===== src/rtl/div_sequencer.sv =====
// Control sequencer for the unsigned restoring divider: LOAD, WIDTH subtract/shift
// iterations, a final shift-right, then a held rdy. Divide-by-zero skips the datapath.
module div_sequencer #(
  parameter int WIDTH = 32,
  parameter int CW    = $clog2(WIDTH + 1)
) (
  input  logic          clk,
  input  logic          rst,
  input  logic          start,
  input  logic          div_zero,
  output logic          w_ctrl_reg2,
  output logic          SLL_ctrl,
  output logic          SRL_ctrl,
  output logic          busy,
  output logic          rdy,
  output logic          err_dz,
  output logic [CW-1:0] iter
);

  typedef enum logic [2:0] {
    S_IDLE = 3'd0,
    S_LOAD = 3'd1,
    S_ITER = 3'd2,
    S_FIX  = 3'd3,
    S_DONE = 3'd4
  } state_t;

  localparam logic [CW-1:0] ITER_LAST = CW'(WIDTH - 1);

  state_t          state_q, state_d;
  logic            start_q;
  logic            dz_q, dz_d;
  logic            accept;
  logic            load_q, load_d;
  logic            sll_q, sll_d;
  logic            srl_q, srl_d;
  logic            busy_q, busy_d;
  logic            rdy_q, rdy_d;
  logic            err_dz_q, err_dz_d;
  logic [CW-1:0]   iter_q, iter_d;

  // State, start-edge history and divide-by-zero marker.
  always_ff @(posedge clk or posedge rst) begin
    if (rst) begin
      state_q <= S_IDLE;
      start_q <= 1'b0;
      dz_q    <= 1'b0;
    end else begin
      state_q <= state_d;
      start_q <= start;
      dz_q    <= dz_d;
    end
  end

  // Next-state logic; only a fresh start edge in IDLE/DONE is accepted.
  always_comb begin
    state_d = state_q;
    accept  = 1'b0;
    dz_d    = 1'b0;
    case (state_q)
      S_IDLE, S_DONE: begin
        accept = start & ~start_q;
        dz_d   = start & ~start_q & div_zero;
        if (accept) begin
          state_d = div_zero ? S_DONE : S_LOAD;
        end else begin
          state_d = state_q;
        end
      end
      S_LOAD: state_d = S_ITER;
      S_ITER: begin
        if (iter_q == ITER_LAST) begin
          state_d = S_FIX;
        end else begin
          state_d = S_ITER;
        end
      end
      S_FIX:   state_d = S_DONE;
      default: state_d = S_IDLE;
    endcase
  end

  // Output decode of the next state, so controls change on the same edge as the state.
  always_comb begin
    load_d = (state_d == S_LOAD);
    sll_d  = (state_d == S_ITER);
    srl_d  = (state_d == S_FIX);
    busy_d = (state_d == S_LOAD) || (state_d == S_ITER) || (state_d == S_FIX);
    // A divide-by-zero accept reports rdy/err_dz one edge later, as a fresh completion.
    rdy_d  = (state_d == S_DONE) && !dz_d;
    if (accept) begin
      err_dz_d = 1'b0;
    end else if (dz_q) begin
      err_dz_d = 1'b1;
    end else begin
      err_dz_d = err_dz_q;
    end
    if ((state_d == S_ITER) && (state_q == S_ITER)) begin
      iter_d = iter_q + CW'(1);
    end else begin
      iter_d = {CW{1'b0}};
    end
  end

  // Registered outputs.
  always_ff @(posedge clk or posedge rst) begin
    if (rst) begin
      load_q   <= 1'b0;
      sll_q    <= 1'b0;
      srl_q    <= 1'b0;
      busy_q   <= 1'b0;
      rdy_q    <= 1'b0;
      err_dz_q <= 1'b0;
      iter_q   <= {CW{1'b0}};
    end else begin
      load_q   <= load_d;
      sll_q    <= sll_d;
      srl_q    <= srl_d;
      busy_q   <= busy_d;
      rdy_q    <= rdy_d;
      err_dz_q <= err_dz_d;
      iter_q   <= iter_d;
    end
  end

  assign w_ctrl_reg2 = load_q;
  assign SLL_ctrl    = sll_q;
  assign SRL_ctrl    = srl_q;
  assign busy        = busy_q;
  assign rdy         = rdy_q;
  assign err_dz      = err_dz_q;
  assign iter        = iter_q;

endmodule


===== config.mk =====
export PLATFORM = sky130hd
export DESIGN_NAME = div_sequencer
export DESIGN_NICKNAME = d
export VERILOG_FILES = /design/src/rtl/div_sequencer.sv
export SDC_FILE = /design/constraint.sdc
export NUM_CORES = 1
export LEC_CHECK = 0
export BUFFER_PORTS_ARGS = -buffer_cell sky130_fd_sc_hd__buf_2
export CAP_MARGIN = 40
export CORE_UTILIZATION = 48
export CTS_BUF_LIST = sky130_fd_sc_hd__clkbuf_4 sky130_fd_sc_hd__clkbuf_8
export CTS_CLUSTER_DIAMETER = 80
export DETAILED_ROUTE_END_ITERATION = 7
export GPL_TIMING_DRIVEN = 0
export PLACE_DENSITY = 0.8
export SYNTH_ARGS = -nofsm -noshare
export SYNTH_HDL_FRONTEND = slang
export SYNTH_SLANG_ARGS = --single-unit

===== constraint.sdc =====
create_clock -name clk -period 1.27 [get_ports clk]
set_input_delay 0.1905 -clock clk [delete_from_list [all_inputs] [get_ports clk]]
set_output_delay 0.1905 -clock clk [all_outputs]
set_load 0.05 [all_outputs]

==> impl_results.md, run 1 <==
- Status: complete, no violations
- Clock buffer depth: 2
- DR WL/cell: 12.0 um
- Clk sinks: 17
- Crit path DAT: ~1.4 ns
- Top Metal Used: met4
- Fin crit period: 1.22 ns
- Fillers: 98
- Vias in the first global route: 410
- Met2 Wirelength: 544 um
- Syn_nets: 62
- Via density: 4.92
- Total GRT Usage: ~18%
- Lkg Pwr: 0.465 nW
- Die Y: 40.1 um
- Num ports: 16
- Drt total wl: 1150 um
- Pwr Total: roughly 1.6 mW
- Sequential area share after synthesis: just over 60%
- Hold Path Class: input port to flop
- Synthesized cell area: between 600 and 700 um2
- Die span in x: 40.1 um
- Full die area: 1610 um2
- First-pass GRT wire length: 1770 um
- Nets: 87
- Sw power: 0.634 mW
- Max-slew violations: 0
- Crit Path Max Fanout: 5
- ANT nets after route: 0
- Synth Area per Inst: 12.2 um2
- Fin Setup TNS: 0 ns
- Fmax: ~800 MHz
- Power share of the sequential group: 44.2%
- Rows: 13
- DR vias: around 470
- Gpl congestion: approximately 0.75
- Slowest-stage cell, CP: or3b_4
- WS Path Type: flop to flop
- Cells after Synth: 57
- FF+latch area: 433 um2
- WP buf/inv: 0
- DRC: 0
- CP cell instances: or3b_4 -> o21bai_4 -> nor2_1
- Post-route clock skew: ~0.0064 ns
- Internal power: 0.977 mW
- Setup violations, final: 0
- Power Density: between 1500 and 2000 nW/um2
- Required time of the critical path: 1.49 ns
- CTS tree: yes
- Slew @ Worst Pin: approximately 0.6 ns
- CP top delay family: simple AND/OR/NAND/NOR gates
- Ant diodes: 0
- # port buffers: 15
- Switching part of the total: 39.4%
- TritonRoute pass-1 iters: 2
- Core box area: 1330 um2
- Later-pin clock latency in the skew report: between 0.2 and 0.3 ns
- Clock slew at reported path FFs: 0.09 ns
- Synth cell types: 22
- Placed Area: 816 um2
- YS warnings: 0
- Met3 routed wirelength: 53 um
- Layout cells sized above 1: 45.7%
- CP max stage delay: 0.45 ns
- Final Cycle Share: a little over nine tenths
- Met1 WL: 525 um
- Seq cells post-synth: 17
- CTS buffer count: 3
- Root buf cell: clkbuf_4
- Dpl hpwl: 797 um
- Worst IR Drop VDD: 0.000957 V
- Initial antenna violation count: 0
- Starting Density: 52.3%
- H-tree depth: 1
- RSZ-0062 raised after global routing: yes
- Final hold violations: 0
- Clock power frac: 18.8%
- Max-Slew Margin vs Limit: 59.9%
- Gr ovfl total: 0
- Part of the power in combinational logic: 37.0%
- CP endpoint kind: flop
- Largest net degree at the start of global routing: 18
- Post-route cell area: a little under 900 um2
- Synth-to-layout area growth: 28.0%
- DRT iter0 DRCs: 7
- Area occupied by multi-input gates: 282 um2
- Startpoint types: flop
- Max-Cap Viols: 0
## cell usage in the layout, fill, tap and decap left out, types with 2 or more instances in the layout
master	instances
clkbuf_4	4
o31ai_1	2
inv_1	4
dfrtp_1	11
buf_4	4
nand2b_1	5
xor2_1	3
dfrtp_2	6
nor2_1	8
nand3_1	2
buf_2	15
## final cells by class
class	instances	share of cell area [%]
sequential	17	48.5
multi-input combinational	36	31.5
timing repair buffer	20	12.9
clock buffer	4	3.36
tap	15	2.10
inverter	4	1.68
## path summary, 6_finish.rpt
path	end	from	depth (start not counted)	slack, ns
setup / recovery	iter[0]$_DFF_PP0_	state_q[2]$_DFF_PP0_	3	0.05
hold / removal	start_q$_DFF_PP0_	start	1	0.04
setup reg to reg	iter[0]$_DFF_PP0_	state_q[2]$_DFF_PP0_	3	0.05
hold reg to reg	err_dz$_DFFE_PP0P_	dz_q$_DFF_PP0_	2	0.48
max in group asynchronous	iter[0]$_DFF_PP0_	rst	3	0.34
min in group asynchronous	iter[5]$_DFF_PP0_	rst	3	0.50
## cells by family after synthesis
| group | Yosys count | synth area share, % |
|---|---|---|
| and+or+nand+nor | 25 | 21.7 |
| AOI/OAI and AO/OA | 5 | 6.99 |
| DFF | 17 | 60.9 |
| buffers and inverters | 4 | 2.15 |
| muxes | 1 | 1.43 |
| adders and majority gates | 1 | 1.79 |
| xor gates and xnor gates | 4 | 5.02 |
## flip-flops by register name (all words and copies together) (netlist names)
register     cells
dz_q             1
SLL_ctrl         1
SRL_ctrl         1
busy             1
rdy              1
state_q          3
start_q          1
w_ctrl_reg2      1
iter             6
err_dz           1
## cell usage after synthesis, drive strengths merged
master	instances	area, um2
dfrtp	17	425
nor2	9	36.3
nand2b	5	31.3
inv	4	15.0
nand3	3	15.0
xor2	3	26.3
o31ai	2	15.0
a21bo	1	10.0
a21oi	1	5.00
and2	1	6.26
and4	1	8.76
ha	1	12.5
mux2i	1	10.0
nand2	1	3.75
nand3b	1	7.51
nor2b	1	6.26
nor3	1	16.3
nor4b	1	8.76
o21bai	1	18.8
or3b	1	11.3
xnor2	1	8.76
## stage by stage
step / util [%] / hold slack, ns / setup WS (ns) / cells
floorplan: - / 0.116 / 0.0246 / 57
CTS: 65.4 / 0.0253 / 0.0126 / 94
detailed placement: 61.2 / 0.299 / -0.0197 / 87
global route: 67.0 / 0.0182 / -0.00531 / 96
global placement: 61.2 / 0.289 / -0.0127 / 87
finish: 67.0 / 0.0402 / 0.0457 / 96
## power by group through the flow
stage	registers (mW)	clock network [mW]	logic [mW]
after detailed placement	0.735	0	0.533
after global routing	0.734	0.342	0.648
after floorplan	0.970	0	0.175
after global placement	0.728	0	0.522
after CTS	0.713	0.313	0.570
final	0.712	0.303	0.597
## timing repair
action	in CTS	in global routing
buffers inserted	2	2
pin swaps	1	2
gates resized for setup	1	1
setup endpoints to repair	6	5
endpoints found under the hold margin	17	0
hold buffers	1	0
## per-layer routing
metal / GRT usage [%] / vias to the layer above
met5: 0 / -
met4: 10.3 / 0
met3: 6.67 / 4
met2: 25.4 / 12
met1: 23.5 / 220
li1: - / 236
(Power assumes the default switching activity.)
==> inputs of run 2 (changes only) <==
==> constraint.sdc (replaced) <==
create_clock -name clk -period 1.27 [get_ports clk]
set_input_delay 0.127 -clock clk [delete_from_list [all_inputs] [get_ports clk]]
set_output_delay 0.127 -clock clk [all_outputs]
set_load 0.05 [all_outputs]
==> run 2 against run 1 <==
Compared with the run above:
- fmax decreased by 0.33%
- global-route usage up 0.24 points
- cell area increased by 1.1%
- clock power about the same
- worst setup slack worse by 0.0041 ns
- final cell count up 1.0%
- sequential share of layout area fell by 0.54 points
- sequential cell count did not move
- sequential power about the same
- core utilization up 0.75 points
- critical path depth unchanged
- largest power group unchanged
- highest routed layer unchanged
==> impl_results.md, run 2 (synthesis gave the netlist of run 1 again) <==
- # port buffers: 15 (unchanged)
- Pwr Total: 1.62 mW (was 1.61 mW)
- Startpoint types: flop (unchanged)
- Largest net degree at the start of global routing: 18 (unchanged)
- Later-pin clock latency in the skew report: 0.28 ns (was 0.29 ns)
- Num ports: 16 (unchanged)
- Power Density: 1790 nW/um2 (was 1800 nW/um2)
- Most frequent cells in the layout: buf_2, dfrtp_1, nor2_1 (unchanged)
- Synth-to-layout area growth: 29.4% (was 28.0%)
- CTS buffer count: 3 (unchanged)
- Max-slew violations: 0 (unchanged)
- Largest register FFs: 6 (unchanged)
- RR Startpoint: state_q[2]$_DFF_PP0_ (unchanged)
- Final setup margin: 0.0416 ns (was 0.0457 ns)
- WS Path Type: flop to flop (unchanged)
- Full die area: 1610 um2 (unchanged)
- Clock power frac: 18.6% (was 18.8%)
- DR vias: 489 (was 472)
- Layout cells sized above 1: 45.1% (was 45.7%)
- Ant diodes: 0 (unchanged)
- Clk sinks: 17 (unchanged)
- DR WL/cell: 12.8 um (was 12.0 um)
- Part of the power in combinational logic: 37.3% (was 37.0%)
- Die span in x: 40.1 um (unchanged)
- RSZ-0062 raised after global routing: yes (unchanged)
- Gpl congestion: 0.752 (unchanged)
- DRC: 0 (unchanged)
- Slew @ Worst Pin: 0.607 ns (was 0.602 ns)
- Starting Density: 52.3% (unchanged)
- Hold depth: 2 (was 1)
- Hold wc startpoint: div_zero (was start)
- Root buf cell: clkbuf_4 (unchanged)
- Clock slew at reported path FFs: 0.09 ns (about the same)
- Sw power: 0.638 mW (was 0.634 mW)
- Vias in the first global route: 417 (was 410)
- Reg2reg path depth: 3 (unchanged)
- Die Y: 40.1 um (unchanged)
- Drt total wl: 1240 um (was 1150 um)
- Rows: 13 (unchanged)
- Setup violations, final: 0 (unchanged)
- Post-route clock skew: 0.00396 ns (was 0.00644 ns)
- Max-Slew Margin vs Limit: 59.5% (was 59.9%)
- Fin Setup TNS: 0 ns (unchanged)
- Lkg Pwr: 0.469 nW (was 0.465 nW)
- Worst IR Drop VDD: 0.000990 V (was 0.000957 V)
- Power share of the sequential group: 44.1% (was 44.2%)
- RR Endpoint: iter[0]$_DFF_PP0_ (unchanged)
- Internal power: 0.979 mW (was 0.977 mW)
- Total GRT Usage: 18.3% (was 18.0%)
- TritonRoute pass-1 iters: 4 (was 2)
- Gr ovfl total: 0 (unchanged)
- Via density: 5.04 (was 4.92)
- ANT nets after route: 0 (unchanged)
- Switching part of the total: 39.5% (was 39.4%)
- Crit Path Max Fanout: 5 (unchanged)
- Clock buffer depth: 2 (unchanged)
- Hold Path Class: input port to flop (unchanged)
- Dpl hpwl: 797 um (unchanged)
- First-pass GRT wire length: 1800 um (was 1770 um)
- H-tree depth: 1 (unchanged)
- Crit path DAT: 1.44 ns (about the same)
- Reg2reg setup slack: 0.04 ns (was 0.05 ns)
- Core box area: 1330 um2 (unchanged)
- Worst Hold End: dz_q$_DFF_PP0_ (was start_q$_DFF_PP0_)
- DRT iter0 DRCs: 16 (was 7)
- Commonest non-fill, non-tap cell in the layout: buf_2 (unchanged)
- Final hold violations: 0 (unchanged)
- Pre-CTS setup slack: -0.0197 ns (unchanged)
- Final Cycle Share: 96.7% (was 96.4%)
- Initial antenna violation count: 0 (unchanged)
- Nets: 88 (was 87)
- Fmax: 814 MHz (was 817 MHz)
- Required time of the critical path: 1.48 ns (was 1.49 ns)
- CP endpoint kind: flop (unchanged)
- Fin crit period: 1.23 ns (was 1.22 ns)
- Status: complete, no violations (unchanged)
- CTS tree: yes (unchanged)
- Max-Cap Viols: 0 (unchanged)
[run 2: changes by cell type in the layout (fill, tap and decap cells not counted)]
cell / before / now
dlygate4sd3_1: 1 / 2
[run 2: metrics by stage]
stage / area [um2] / std cells / hold WS (ns) / utilization [%]
3_3_place_gp: 816 / 87 / 0.226 / 61.2
6_report: 903 / 97 / 0.0755 / 67.7
3_5_place_dp: 816 / 87 / 0.236 / 61.2
4_1_cts: 882 / 95 / 0.0718 / 66.1
2_1_floorplan: 722 / 57 / 0.0527 / -
5_1_grt: 903 / 97 / 0.0683 / 67.7
[run 2: final cells by class]
class,instances,area (um2)
sequential,17,433
fill,97,430
timing repair buffer,21,125
clock buffer,4,30.0
inverter,4,15.0
multi-input combinational,36,282
tap,15,18.8
[run 2: repair_timing]
action	in CTS	in global routing
hold buffers	2	0
buffers inserted	2	2
pin swaps	1	2
gates resized for setup	1	1
endpoints found under the setup margin	6	5
endpoints found under the hold margin	18	0
cloned	0	0
[run 2: layer usage]
layer	track usage, %	wire length, um	up-vias	part of all wire (%)
li1	-	-	240	-
met1	24.2	566	236	46
met2	25.4	610	11	49
met3	6.67	48	2	3.9
met4	10.3	14	0	1.1
met5	0	0	-	0
[run 2: how the worst max path moves through the flow]
stage	startpoint	cells past startpoint	slack (ns)	endpoint
global placement	state_q[0]$_DFF_PP0_	3	-0.01	state_q[0]$_DFF_PP0_
finish	state_q[2]$_DFF_PP0_	3	0.04	iter[0]$_DFF_PP0_
CTS	state_q[0]$_DFF_PP0_	3	0.01	state_q[0]$_DFF_PP0_
detailed placement	state_q[0]$_DFF_PP0_	3	-0.02	SLL_ctrl$_DFF_PP0_
floorplan	iter[0]$_DFF_PP0_	4	0.02	iter[0]$_DFF_PP0_
global route	start	5	-0.02	state_q[2]$_DFF_PP0_
[run 2: power by group through the flow]
stage / clock network (mW) / logic [mW] / registers [mW]
6_report: 0.300 / 0.604 / 0.713
5_1_grt: 0.342 / 0.655 / 0.734
4_1_cts: 0.313 / 0.572 / 0.713
3_5_place_dp: 0 / 0.533 / 0.735
3_3_place_gp: 0 / 0.522 / 0.728
2_1_floorplan: 0 / 0.175 / 0.970
[run 2: worst max-delay path, stage by stage (launching register included)]
cell and delay (ns):
dfrtp_1 0.42, or3b_4 0.45, o21bai_4 0.20, nor2_1 0.09
==> inputs of run 3 (changes only) <==
--- a/config.mk
+++ b/config.mk
@@ -12,6 +12,7 @@
 export CTS_CLUSTER_DIAMETER = 80
 export DETAILED_ROUTE_END_ITERATION = 7
 export GPL_TIMING_DRIVEN = 0
+export HOLD_SLACK_MARGIN = 0.1
 export PLACE_DENSITY = 0.8
 export SYNTH_ARGS = -nofsm -noshare
 export SYNTH_HDL_FRONTEND = slang
==> run 3 against run 2 <==
Compared with the run above:
- fmax down 0.20%
- global-route usage is 0.24 points higher
- critical endpoint unchanged
- worst hold slack improved by 0.37 ns
- largest power group unchanged
==> impl_results.md, run 3 (synthesis gave the netlist of run 1 again) <==
- Status: complete, no violations (unchanged)
- Clock power frac: 18.4% (was 18.6%)
- CTS tree: yes (unchanged)
- ANT nets after route: 0 (unchanged)
- TritonRoute pass-1 iters: 4 (unchanged)
- Dpl hpwl: 797 um (unchanged)
- First-pass GRT wire length: 1830 um (was 1800 um)
- CP Depth: 3 (unchanged)
- Worst IR Drop VDD: 0.000991 V (was 0.000990 V)
- CP max stage delay: 0.45 ns (about the same)
- Clock buffer depth: 2 (unchanged)
- Slowest-stage cell, CP: or3b_4 (unchanged)
- Total GRT Usage: 18.5% (was 18.3%)
- Total placed cells including tap cells: 87 (unchanged)
- Setup violations, final: 0 (unchanged)
- Die span in x: 40.1 um (unchanged)
- DRT iter0 DRCs: 15 (was 16)
- Fin crit period: 1.23 ns (about the same)
- Reg2reg setup slack: 0.04 ns (about the same)
- Clk sinks: 17 (unchanged)
- Vias in the first global route: 419 (was 417)
- Required time of the critical path: 1.48 ns (about the same)
- DR WL/cell: 12.9 um (was 12.8 um)
- Max-Cap Viols: 0 (unchanged)
- Slew @ Worst Pin: 0.607 ns (about the same)
- Drt total wl: 1270 um (was 1240 um)
- RSZ-0062 raised after global routing: yes (unchanged)
- Later-pin clock latency in the skew report: 0.28 ns (about the same)
- Most frequent cells in the layout: buf_2, dfrtp_1, nor2_1 (unchanged)
- Crit path DAT: 1.44 ns (about the same)
- Largest register FFs: 6 (unchanged)
- Power share of the sequential group: 44.0% (was 44.1%)
- Rows: 13 (unchanged)
- Switching part of the total: 39.5% (about the same)
- Core box area: 1330 um2 (unchanged)
- WP buf/inv: 0 (unchanged)
- Crit path from: state_q[2]$_DFF_PP0_ (unchanged)
- Die Y: 40.1 um (unchanged)
- Lkg Pwr: 0.473 nW (was 0.469 nW)
- Layout cells sized above 1: 44.6% (was 45.1%)
- Initial antenna violation count: 0 (unchanged)
- CP Capture Point: iter[0]$_DFF_PP0_ (unchanged)
- CP top delay family: simple AND/OR/NAND/NOR gates (unchanged)
- Final Util: 68.5% (was 67.7%)
- FF+latch area: 433 um2 (unchanged)
- Final Cycle Share: 96.9% (was 96.7%)
- Internal power: 0.981 mW (was 0.979 mW)
- Fmax: 812 MHz (was 814 MHz)
- Power Density: 1770 nW/um2 (was 1790 nW/um2)
- Max-slew violations: 0 (unchanged)
- WS Path Type: flop to flop (unchanged)
- Post-route clock skew: 0.00530 ns (was 0.00396 ns)
- RR Endpoint: iter[0]$_DFF_PP0_ (unchanged)
- Ant diodes: 0 (unchanged)
- CP cell instances: or3b_4 -> o21bai_4 -> nor2_1 (unchanged)
- Commonest non-fill, non-tap cell in the layout: buf_2 (unchanged)
- Sw power: 0.640 mW (was 0.638 mW)
- Nets: 89 (was 88)
- Final hold violations: 0 (unchanged)
- Startpoint types: flop (unchanged)
- Part of the power in combinational logic: 37.5% (was 37.3%)
- DRC: 0 (unchanged)
- Full die area: 1610 um2 (unchanged)
- Reg2reg path depth: 3 (unchanged)
- DR vias: 497 (was 489)
- Gr ovfl total: 0 (unchanged)
- Hold Path Class: input port to async pin (was input port to flop)
- Starting Density: 52.3% (unchanged)
- Root buf cell: clkbuf_4 (unchanged)
- Final cell count without fillers: 98 (was 97)
- RR Startpoint: state_q[2]$_DFF_PP0_ (unchanged)
- Crit Path Max Fanout: 5 (unchanged)
- Area occupied by multi-input gates: 282 um2 (unchanged)
- Clock slew at reported path FFs: 0.09 ns (about the same)
- H-tree depth: 1 (unchanged)
- Max-Slew Margin vs Limit: 59.5% (about the same)
- Via density: 5.07 (was 5.04)
- Gpl congestion: 0.752 (unchanged)
- CTS buffer count: 3 (unchanged)
- CP endpoint kind: flop (unchanged)
- Largest net degree at the start of global routing: 18 (unchanged)
- Num ports: 16 (unchanged)
- # port buffers: 15 (unchanged)
- Synth-to-layout area growth: 30.8% (was 29.4%)
- Fillers: 94 (was 97)
[run 3: through the flow]
step                      TNS [ns]  setup slack [ns]  hold WS, ns  total power [mW]  area (um2)
after global routing       -0.0370           -0.0269        0.517              1.73         913
final                            0            0.0390        0.447              1.62         913
after floorplan                  0            0.0246       0.0527              1.15         722
after detailed placement   -0.0385           -0.0197        0.236              1.27         816
after global placement     -0.0127           -0.0127        0.226              1.25         816
after CTS                        0            0.0126        0.470              1.60         892
[run 3: repair_timing]
action                                 CTS  global route
setup endpoints to repair                6             5
setup buffers                            2             2
endpoints found under the hold margin   19             0
pin swaps                                1             2
resized for setup                        1             1
hold buffers                             3             0
[run 3: final cells by class]
class                      count  share of cell area [%]
multi-input combinational     36                    30.8
sequential                    17                    47.4
tap                           15                    2.05
timing repair buffer          22                    14.8
clock buffer                   4                    3.29
inverter                       4                    1.64
[run 3: tightest hold or removal path: cells and delay by family]
family   cells  cell delay, ns
buf+inv      3            1.09
[run 3: per-layer routing]
layer	wire (um)	global-route usage [%]	vias up
li1	-	-	243
met1	571	24.2	239
met2	628	26.2	13
met3	52	6.67	2
met4	14	10.3	0
met5	0	0	-
[run 3: worst min-delay path by stage]
| stage | from | endpoint | slack [ns] | cells past startpoint |
|---|---|---|---|---|
| after CTS | rst | SRL_ctrl$_DFF_PP0_ | 0.47 | 3 |
| after detailed placement | rst | SRL_ctrl$_DFF_PP0_ | 0.24 | 2 |
| after global placement | rst | SRL_ctrl$_DFF_PP0_ | 0.23 | 2 |
| final | rst | SRL_ctrl$_DFF_PP0_ | 0.45 | 3 |
| after global routing | dz_q$_DFF_PP0_ | err_dz$_DFFE_PP0P_ | 0.52 | 2 |
| after floorplan | rst | SLL_ctrl$_DFF_PP0_ | 0.05 | 1 |
[run 3: power by group through the flow]
stage	Combinational [mW]	Sequential (mW)	Clock, mW
finish	0.609	0.713	0.299
global route	0.658	0.734	0.342
detailed placement	0.533	0.735	0
global placement	0.522	0.728	0
CTS	0.575	0.713	0.313
floorplan	0.175	0.970	0
